File: src/rtl/scan_decoder.sv
// Registered N-to-2^N one-hot select driver with a command handshake.
// Supports hold, continuous scan, and one-shot sweep with a done pulse.
module scan_decoder #(
  parameter int unsigned ADDR_WIDTH = 2,
  parameter int unsigned DWELL      = 1,
  localparam int unsigned N         = 1 << ADDR_WIDTH
) (
  input  logic                  clk,
  input  logic                  reset_n,
  input  logic                  enable,
  input  logic                  cmd_valid,
  output logic                  cmd_ready,
  input  logic [1:0]            cmd_mode,
  input  logic [ADDR_WIDTH-1:0] cmd_address,
  output logic [N-1:0]          out,
  output logic [ADDR_WIDTH-1:0] index,
  output logic                  wrap,
  output logic                  done
);

  typedef enum logic [1:0] {IDLE, HOLD, SCAN, SWEEP} state_t;
  typedef enum logic [1:0] {CMD_OFF, CMD_DIRECT, CMD_SCAN, CMD_SWEEP} cmd_t;

  localparam logic [15:0]           DWELL_LAST = 16'(DWELL - 1);
  localparam logic [ADDR_WIDTH-1:0] ONE        = 1;

  state_t                  state_q, state_d;
  logic [ADDR_WIDTH-1:0]   index_q, index_d;
  logic [ADDR_WIDTH-1:0]   start_q, start_d;
  logic [ADDR_WIDTH-1:0]   sweep_last;
  logic [15:0]             dwell_q, dwell_d;
  logic [N-1:0]            out_d;
  logic                    wrap_d, done_d;
  logic                    accept;

  assign cmd_ready  = (state_q != SWEEP);
  assign accept     = cmd_valid && cmd_ready;
  assign sweep_last = start_q - ONE;

  always_comb begin
    state_d = state_q;
    index_d = index_q;
    start_d = start_q;
    dwell_d = dwell_q;
    wrap_d  = 1'b0;
    done_d  = 1'b0;
    if (accept) begin
      case (cmd_t'(cmd_mode))
        CMD_OFF:    state_d = IDLE;
        CMD_DIRECT: begin
          state_d = HOLD;
          index_d = cmd_address;
        end
        CMD_SCAN:   begin
          state_d = SCAN;
          index_d = cmd_address;
          dwell_d = '0;
        end
        default:    begin
          state_d = SWEEP;
          index_d = cmd_address;
          start_d = cmd_address;
          dwell_d = '0;
        end
      endcase
    end else if (enable && (state_q == SCAN || state_q == SWEEP)) begin
      if (dwell_q == DWELL_LAST) begin
        dwell_d = '0;
        // Sweep completion replaces the step: index stays on the last visited line.
        if (state_q == SWEEP && index_q == sweep_last) begin
          state_d = IDLE;
          done_d  = 1'b1;
        end else begin
          index_d = index_q + ONE;
          wrap_d  = (index_q == '1);
        end
      end else begin
        dwell_d = dwell_q + 16'd1;
      end
    end
  end

  always_comb begin
    out_d = '0;
    if (enable && state_d != IDLE) out_d[index_d] = 1'b1;
  end

  always_ff @(posedge clk or negedge reset_n) begin
    if (!reset_n) begin
      state_q <= IDLE;
      index_q <= '0;
      start_q <= '0;
      dwell_q <= '0;
      out     <= '0;
      wrap    <= 1'b0;
      done    <= 1'b0;
    end else begin
      state_q <= state_d;
      index_q <= index_d;
      start_q <= start_d;
      dwell_q <= dwell_d;
      out     <= out_d;
      wrap    <= wrap_d;
      done    <= done_d;
    end
  end

  assign index = index_q;

endmodule

File: config.mk
export PLATFORM = sky130hd
export DESIGN_NAME = scan_decoder
export DESIGN_NICKNAME = d
export VERILOG_FILES = /design/src/rtl/scan_decoder.sv
export SDC_FILE = /design/constraint.sdc
export NUM_CORES = 1
export LEC_CHECK = 0
export CAP_MARGIN = 20
export CORE_ASPECT_RATIO = 0.75
export CORE_MARGIN = 2
export CORE_UTILIZATION = 25
export CTS_BUF_LIST = sky130_fd_sc_hd__clkbuf_8
export DETAILED_ROUTE_END_ITERATION = 6
export HOLD_SLACK_MARGIN = 0.06
export PLACE_DENSITY_LB_ADDON = 0.12
export SLEW_MARGIN = 0
export SYNTH_ARGS = -nofsm -noshare
export SYNTH_HDL_FRONTEND = slang
export SYNTH_SLANG_ARGS = --single-unit
File: constraint.sdc
create_clock -name clk -period 1.9 [get_ports clk]
set_input_delay 0.38 -clock clk [delete_from_list [all_inputs] [get_ports clk]]
set_output_delay 0.38 -clock clk [all_outputs]
set_load 0.03 [all_outputs]
Yosys cells after proc, flatten, opt, wreduce, memory -nomap -nowiden:

Index checks and enable logic that the tools add are counted.
Widths: inputs -> output; s select.

* register bits: 28
* bits in latches: 0
* RAM bits: 0
* ROM bits: 0
* input port bits: 8
* word-level logic and storage cells: 60
* memories: 0

* $add $sub $neg: 3
* multiply operators: 0
* divide/modulo/power cells: 0
* $lt $le $gt $ge: 2
* equality and inequality tests: 8
* shifts and indexed selects: 0
* muxes and demuxes: 25
* bitwise logic cells: 1
* reduce and logical (&&, ||, !) cells: 14

Operators by type and width (number)
* $mux 16: 4
* $mux 2: 9
* $add 16x1->16 const B: 1
* $logic_not 16->1: 1
* $mux 1: 9
* $eq 2x2->1 const B: 4
* $pmux 2 s3: 1
* $logic_and 1x1->1: 5
* $mux 4: 1
* $ne 2x2->1 const B: 2
* $reduce_and 2->1: 2
* $reduce_bool 2->1: 2
* $lt 2x3->1 const B: 1
* $reduce_or 3->1: 1
* $add 2x1->2 const B: 1
* $demux 1 s2: 1
* $eq 2x1->1 const B: 1
* $eq 2x2->1: 1
* $ge 2x1->1 const B: 1
* $logic_not 2->1: 1
* $reduce_or 2->1: 1
* $sub 2x1->2 const B: 1
* $logic_or 1x1->1: 1
* $not 1->1: 1

Logic depth before layout (Yosys ltp):

Gate-level depths: netlist (run 1).

* word-level depth: 12
* mapped depth: 9
* depth with buffers taken out: 7

Least setup slack after synthesis (run 1):

OpenSTA, ideal clock, no wires.

* kind: flip-flop to flip-flop
* from: register dwell_q[0]
* to: register out[3]
* library setup time: 0.121 ns
* arrival: 1.729 ns
* data required time: 1.779 ns
* slack: 0.050 ns
* cell stages (with the launch flop): 9
* buffers on the path: 1
* cell sequence: dfrtp_1 -> inv_1 -> ha_1 -> nor4b_2 -> and4_1 -> buf_6 -> a31oi_1 -> a221o_1 -> and3b_2

* cells in the longest elaborated chain, start to end: 9
* elaborated cells on any way between the ends: 15
* classes of those cells: order compare (2); mux (9); reduce/logical (4)

RTL lines
* start: declaration: line 31 `logic [15:0] dwell_q, dwell_d;`
* start signal: assignment: line 101 `dwell_q <= dwell_d;`
* $logic_not 16->1 *: line 67 `if (dwell_q == DWELL_LAST) begin`
* $mux 2 *: line 67
* $mux 2 *: line 66 `end else if (enable && (state_q == SCAN || state_q == SWEEP)) begin`
* $mux 2 *: line 47 `if (accept) begin`
* named net index_d[0]: line 28 `logic [ADDR_WIDTH-1:0] index_q, index_d;`
* $lt 2x3->1 (not written as such) / $ge 2x1->1 (equally long branches): line 85 `if (enable && state_d != IDLE) out_d[index_d] = 1'b1;`
* $logic_and 1x1->1 (not written as such): line 85
* $mux 1 (not written as such): line 85
* $demux 1 s2 *: line 85
* $mux 4 *: line 85
* named net out_d[3]: line 32 `logic [N-1:0] out_d;`
* end signal: assignment: line 102 `out <= out_d;`
* end: declaration: line 15 `output logic [N-1:0] out,`

Mark *: on every way through the listed nets, which the timed path passes. The rest lies on a longest branch.
A chain may end at the register's enable or synchronous reset.

Worst setup path after layout (run 1):

* from: register index_q[1], in the netlist index[1]
* to: register out[3]

* cells in the longest elaborated chain, start to end: 11
* elaborated cells on any way between the ends: 20
* classes of those cells: add/sub (1); order compare (2); eq/ne (1); mux (12); reduce/logical (4)

RTL lines
* start: declaration: line 28
* start signal: assignment: line 99 `index_q <= index_d;`
* parallel branches: the longest is 5 deep, another holds $add 2x1->2
* $mux 2 *: line 47
* named net index_d[1]: line 28
* $lt 2x3->1 (not written as such) / $ge 2x1->1 (equally long branches): line 85
* $logic_and 1x1->1 (not written as such): line 85
* $mux 1 (not written as such): line 85
* $demux 1 s2 *: line 85
* $mux 4 *: line 85
* named net out_d[3]: line 32

Mark *: on every way through the listed nets, which the timed path passes.

==> summary.md, run 1 <==
| Metric | Value |
|---|---|
| Post-Syn Instances | 167 |
| Worst EP arrival | 2130 ps |
| Final Max Tran Viols | 0 |
| Fraction of registers with async set or reset after synthesis | 100% |
| Core Area | 0.00592 mm^2 |
| First-pass GRT wire length | 7100 um |
| DP Cell Count | 293 |
| Predominant post-synthesis flop cell | dfrtp_1 |
| Die ar. | 0.00690 mm^2 |
| Share of layout cells above drive strength 1 | 31.6% |
| Final TNS setup | -58.9 ps |
| Routed vias | 1,458 |
| Synthesized Nets | 178 |
| Area Growth Syn to Fin | 44.8% |
| Pwr Density | 745 mW/mm^2 |
| Vias in the first global route | 1,439 |
| I/O Buffers | 16 |
| Sequential-to-total area share from yosys stat | 44.9% |
| R2r endpoint | out[3] |
| Clock Pin Slew Worst Setup and Hold Paths | 100 ps |
| WL/cell | 14.3 um |
| Die Span Y | 72.4 um |
| Vias/cell | 4.81 |
| Final setup vio count | 2 |
| CTS sink count | 28 |
| Post-DP HPWL | 3190 um |
| Min Clock Period, post-route | 1950 ps |
| Critical path launch point | index[1] |
| Max FO, Critical Path | 5 |
| Post-synth EDFFs | 0 |
| Total GRT Usage | 13.5% |
| Worst Tran Pin Value | 392 ps |
| Critical Path Sink Type | flip-flop |
| Drt drc | 0 |
| First DRT Iteration DRCs | 69 |
| Io pins | 17 |
| Max clock buf depth | 2 |
| Final setup margin | -50.0 ps |
| CP startpoint kind | flip-flop |
| Worst Setup EP | out[3] |
| Yosys reg bits | 28 |
| Failing checks | negative setup slack |
| Synth Area per Inst | 9.34 um^2 |
| Setup CP Type | reg -> reg |
| Worst min-delay path category | in -> async |
| Final period util | 103% |
| Yosys top cell area share | 44.9% |
| Total of max-cap violations | 0 |
| Yosys Warn Count | 0 |
| CTS HTree Levels | 1 |
| Peak supply drop | 0.296 mV |
| Largest net degree at the start of global routing | 29 |
| Max frequency | 513 MHz |
| Synth area leader | dfrtp_1 |
| Reg2Reg Depth | 5 |
| Slew headroom | 73.1% |
| Synth area leaders | dfrtp_1 45%, o21ai_0 6.1%, nand2_1 4.8% |
| Die span in x | 95.2 um |
| Clock Latency Late Sink | 280 ps |
| Initial Utilization | 26.4% |
| Ant diodes | 0 |
| RSZ-0062 raised after global routing | yes |
| Critical path data required time | 2080 ps |
| Clock skew | 2.73 ps |
| Place WS | -319 ps |
| Leakage | 1.04 nW |
| Crit Reg-Reg Startpoint | index[1] |
| Synth unique cells | 42 |
| Gr ovfl total | 0 |
| Non-Filler Instances | 303 |
| Antenna viol nets, final | 0 |
| Final Power | 0.00168 W |
| Num rows | 24 |
| Placer Congestion | 0.774 |
| 1st-pass router iterations | 4 |
| Initial antenna violation count | 0 |
| CTS tree | done |
| CTS buffer count | 3 |
| Fin. Hold Viols | 0 |
| Final net count | 237 |
| FF-to-FF setup slack | -50 ps |
| Synthesized cell area | 0.00156 mm^2 |
| Root buffer cell | clkbuf_8 |
| Final WL | 4350 um |
| Worst hold slack | 469 ps |
| Status | finished with violations |
==> cell usage in the layout, fill, tap and decap left out, drive strengths merged, types with 3 or more instances in the layout <==
master,instances
or3,3
inv,6
nor3,8
nor4,4
dfrtp,28
buf,44
clkdlybuf4s50,13
nor2,8
o21ai,19
nand3,10
nand4,3
and2,4
nor3b,3
mux2,3
clkbuf,3
ha,3
a21oi,8
nand2,20
and3,5
==> final cells by class <==
| type | count | area (um^2) |
|---|---|---|
| clock inverters | 1 | 30.0 |
| inverters | 6 | 22.5 |
| multi-input cells | 127 | 873 |
| repair buffers | 60 | 494 |
| well taps | 78 | 97.6 |
| flip-flops and latches | 28 | 701 |
| fillers | 590 | 3660 |
| clock buffers | 3 | 41.3 |
==> worst max-delay path, stage by stage, from the launching register on <==
cell	delay, ps
dfrtp_1	430
xnor2_1	260
mux2i_1	420
nor3_2	100
a221o_1	400
and3b_2	240
==> how the worst min path moves through the flow <==
stage,startpoint,to,slack [ps]
after floorplan,reset_n,done,80
after global placement,start_q[0],start_q[0],510
after detailed placement,start_q[0],start_q[0],520
after CTS,reset_n,dwell_q[14],480
after global routing,reset_n,dwell_q[5],480
final,reset_n,dwell_q[15],470
==> routing by layer <==
metal	GRT usage [%]	share of wire [%]	vias to the layer above	wire [um]
met5	0	0	-	0
met4	4.35	1.4	0	61
met3	2.49	2.5	5	109
met2	19.7	43	18	1890
met1	20.0	53	706	2290
li1	-	-	729	-
==> per-stage QoR <==
stage | utilization, % | area, um^2
5_1_grt | 38.2 | 2260
4_1_cts | 37.3 | 2210
3_3_place_gp | 35.0 | 2070
2_1_floorplan | - | 1560
3_5_place_dp | 35.0 | 2070
6_report | 38.2 | 2260
==> flip-flops by register name, indices dropped and copies added, names as in the netlist <==
register,flops
dwell_q,16
wrap,1
out,4
state_q,2
start_q,2
done,1
index,2
==> power breakdown <==
| group | switching (W) | total (W) | internal, W |
|---|---|---|---|
| registers | 0.0000517 | 0.000701 | 0.000650 |
| clock network | 0.000205 | 0.000488 | 0.000283 |
| logic | 0.000266 | 0.000494 | 0.000228 |
==> synth_stat cells (2+ instances only) <==
cell	number
a21oi_1	8
a221o_1	2
a22o_1	2
a31oi_1	2
and2_1	4
and3_1	3
and3_2	2
and4_1	2
clkbuf_1	4
dfrtp_1	28
ha_1	3
inv_1	6
mux2_2	3
mux2i_1	2
nand2_1	20
nand3_1	9
nand4_1	3
nand4b_1	2
nor2_1	8
nor3_1	8
nor3b_1	3
nor4_2	2
o211ai_1	2
o21ai_0	19
or3_1	3
==> kinds of logic (layout without fill, tap and decap cells) <==
family	Yosys count	count (layout)	synth area share, %
multiplexers	5	5	3.45
flip-flops	28	28	44.9
AO/OA/AOI/OAI	40	40	15.6
buffers and inverters	12	70	3.45
adder cells (fa/ha/maj)	3	3	2.41
XOR/XNOR	2	2	1.12
AND/OR/NAND/NOR	77	77	29.0
==> repair_timing <==
action	CTS	global route
setup buffers	3	3
resized for setup	12	6
pin swaps	6	6
setup endpoints to repair	18	20
hold buffers	0	0
Power figures use the tool's default switching activity.
==> inputs of run 2 (changes only) <==
--- a/config.mk
+++ b/config.mk
@@ -6,7 +6,7 @@
 export NUM_CORES = 1
 export LEC_CHECK = 0
 export CAP_MARGIN = 20
-export CORE_ASPECT_RATIO = 0.75
+export CORE_ASPECT_RATIO = 1.2
 export CORE_MARGIN = 2
 export CORE_UTILIZATION = 25
 export CTS_BUF_LIST = sky130_fd_sc_hd__clkbuf_8
==> summary.md, run 2 (same netlist as run 1, synthesis figures left out) <==
| Metric | Value |
|---|---|
| Met1 Resource Use GR | 14.3% (was 20.0%) |
| Slew headroom | 63.2% (was 73.1%) |
| Antenna viol nets, final | 0 (unchanged) |
| Final Util | 37.2% (was 38.2%) |
| Placer Congestion | 0.774 (about the same) |
| Failing checks | negative setup slack (unchanged) |
| WL/cell | 14.0 um (was 14.3 um) |
| RSZ-0062 raised after global routing | yes (unchanged) |
| Initial Utilization | 25.8% (was 26.4%) |
| GR peak layer | met2 (was met1) |
| Number of flip-flops under the largest register name | 16 (unchanged) |
| DP Cell Count | 295 (was 293) |
| Die span in x | 76.1 um (was 95.2 um) |
| Clock share of power | 29.3% (was 29.0%) |
| Total GRT Usage | 12.7% (was 13.5%) |
| Gate power share | 28.0% (was 29.4%) |
| Die Span Y | 90.5 um (was 72.4 um) |
| Final period util | 101% (was 103%) |
| CTS buffer count | 3 (unchanged) |
| Critical Path Sink Type | flip-flop (unchanged) |
| Share of layout cells above drive strength 1 | 31.7% (was 31.6%) |
| Largest net degree at the start of global routing | 29 (unchanged) |
| CP startpoint kind | input pin (was flip-flop) |
| Setup CP Type | in -> reg (was reg -> reg) |
| Final Max Tran Viols | 0 (unchanged) |
| Vias in the first global route | 1,470 (was 1,439) |
| Min Clock Period, post-route | 1920 ps (was 1950 ps) |
| Commonest non-fill, non-tap cells in the layout | 40 x buf_4, 28 x dfrtp_1, 17 x nand2_1, 14 x clkdlybuf4s50_1, 12 x o21ai_0 (was 44 x buf_4, 28 x dfrtp_1, 20 x nand2_1, 19 x o21ai_0, 13 x clkdlybuf4s50_1) |
| Clock Latency Late Sink | 280 ps (about the same) |
| Met3 Use GR | 2.00% (was 2.49%) |
| Final setup vio count | 2 (unchanged) |
| Routed vias | 1,474 (was 1,458) |
| Io pins | 17 (unchanged) |
| CTS HTree Levels | 1 (unchanged) |
| Top flop regs | dwell_q x16, out x4 (unchanged) |
| First DRT Iteration DRCs | 51 (was 69) |
| Ant diodes | 0 (unchanged) |
| Leakage | 1.01 nW (was 1.04 nW) |
| Met2 Resource Use GR | 24.2% (was 19.7%) |
| Root buffer cell | clkbuf_8 (unchanged) |
| Crit Reg-Reg Startpoint | dwell_q[1] (was index[1]) |
| CTS sink count | 28 (unchanged) |
| CP peak stage delay | 490 ps (was 430 ps) |
| Worst min-delay path category | in -> async (unchanged) |
| Critical path data required time | 2080 ps (about the same) |
| NetSw | 0.000501 W (was 0.000523 W) |
| Critical path launch point | cmd_valid (was index[1]) |
| Fin. Hold Viols | 0 (unchanged) |
| Crit path cell chain | clkdlybuf4s50_1 -> inv_1 -> o211ai_1 -> nor3_2 -> a221o_1 -> and3b_2 (was xnor2_1 -> mux2i_1 -> nor3_2 -> a221o_1 -> and3b_2) |
| Max clock buf depth | 2 (unchanged) |
| Num rows | 31 (was 24) |
| Final net count | 233 (was 237) |
| Reg2Reg Depth | 7 (was 5) |
| Peak supply drop | 0.259 mV (was 0.296 mV) |
| R2r endpoint | out[3] (unchanged) |
| Final WL | 4250 um (was 4350 um) |
| Int Pwr | 0.00114 W (was 0.00116 W) |
| FF-to-FF setup slack | -20 ps (was -50 ps) |
| Pwr Density | 730 mW/mm^2 (was 745 mW/mm^2) |
| Vias/cell | 4.86 (was 4.81) |
| Sw Share | 30.5% (was 31.1%) |
| Total of max-cap violations | 0 (unchanged) |
| Slowest-stage cell, CP | clkdlybuf4s50_1 (was dfrtp_1) |
| Final setup margin | -23.6 ps (was -50.0 ps) |
| CP delay by family, top | compound AO/OA/AOI/OAI gates (was flip-flops) |
| Max FO, Critical Path | 5 (unchanged) |
| Clock Pin Slew Worst Setup and Hold Paths | 100 ps (about the same) |
| CTS tree | done (unchanged) |
| CP bufs+invs | 2 (was 0) |
| Status | finished with violations (unchanged) |
| Place WS | -268 ps (was -319 ps) |
| Initial antenna violation count | 0 (unchanged) |
| Area Growth Syn to Fin | 44.3% (was 44.8%) |
| Post-DP HPWL | 3080 um (was 3190 um) |
| Non-Filler Instances | 303 (unchanged) |
| Gr ovfl total | 0 (unchanged) |
| Max frequency | 520 MHz (was 513 MHz) |
| Worst EP arrival | 2110 ps (was 2130 ps) |
| Worst Tran Pin Value | 549 ps (was 392 ps) |
| First-pass GRT wire length | 6980 um (was 7100 um) |
| I/O Buffers | 16 (unchanged) |
| Clock skew | 5.09 ps (was 2.73 ps) |
| Commonest non-fill, non-tap cell in the layout | buf_4 (unchanged) |
| Core Area | 0.00605 mm^2 (was 0.00592 mm^2) |
| Sequential share of power | 42.7% (was 41.7%) |
| Die ar. | 0.00689 mm^2 (was 0.00690 mm^2) |
| 1st-pass router iterations | 4 (unchanged) |
| Worst hold slack | 459 ps (was 469 ps) |
| Most flops, register | dwell_q (unchanged) |
| Drt drc | 0 (unchanged) |
run 2: cell count changes in the layout (fill, tap and decap cells not counted), moves of 2 or more:
cell | before | now
o21ai_0 | 19 | 12
o21ai_1 | 0 | 7
buf_4 | 44 | 40
nand2_1 | 20 | 17
nand2_2 | 0 | 2
nor3b_1 | 1 | 3
nor3b_2 | 2 | 0
run 2: area by class of cell:
cell class,instances,area [um^2]
clock buffer,3,41.3
clock inverter,1,30.0
fill,641,3800
inverter,6,22.5
multi-input combinational,127,893
sequential,28,701
tap,82,103
timing repair buffer,56,462
run 2: worst max path at each step:
| stage | end | slack (ps) | depth (start not counted) |
|---|---|---|---|
| global placement | dwell_q[5] | -260 | 5 |
| floorplan | out[3] | 50 | 8 |
| CTS | out[1] | -8 | 7 |
| detailed placement | dwell_q[12] | -270 | 5 |
| finish | out[3] | -20 | 6 |
| global route | out[3] | -120 | 7 |
run 2: layer usage:
metal  wire length [um]  share of wire [%]
met5                  0                  0
met4                 57                1.3
met3                148                3.5
met2               2180                 51
met1               1860                 44
run 2: timing repair:
item / 4_1_cts / 5_1_grt
pin swaps: 0 / 9
hold buffers: 0 / 0
setup endpoints to repair: 16 / 18
hold endpoints to repair: 0 / 0
gates resized for setup: 6 / 22
buffers inserted: 2 / 2
run 2: power by group through the flow:
stage | logic (W) | registers [W] | clock network [W]
after global routing | 0.000502 | 0.000713 | 0.000524
after floorplan | 0.000200 | 0.000763 | 0
after global placement | 0.000450 | 0.000711 | 0
after CTS | 0.000455 | 0.000702 | 0.000497
after detailed placement | 0.000455 | 0.000714 | 0
final | 0.000460 | 0.000702 | 0.000482
run 2: metrics by stage:
stage	cell area (um^2)	total power (W)	setup TNS, ps
floorplan	1560	0.000963	0
global placement	2060	0.00116	-3240
detailed placement	2060	0.00117	-3110
CTS	2170	0.00165	-7.86
global route	2250	0.00174	-477
finish	2250	0.00164	-24.4
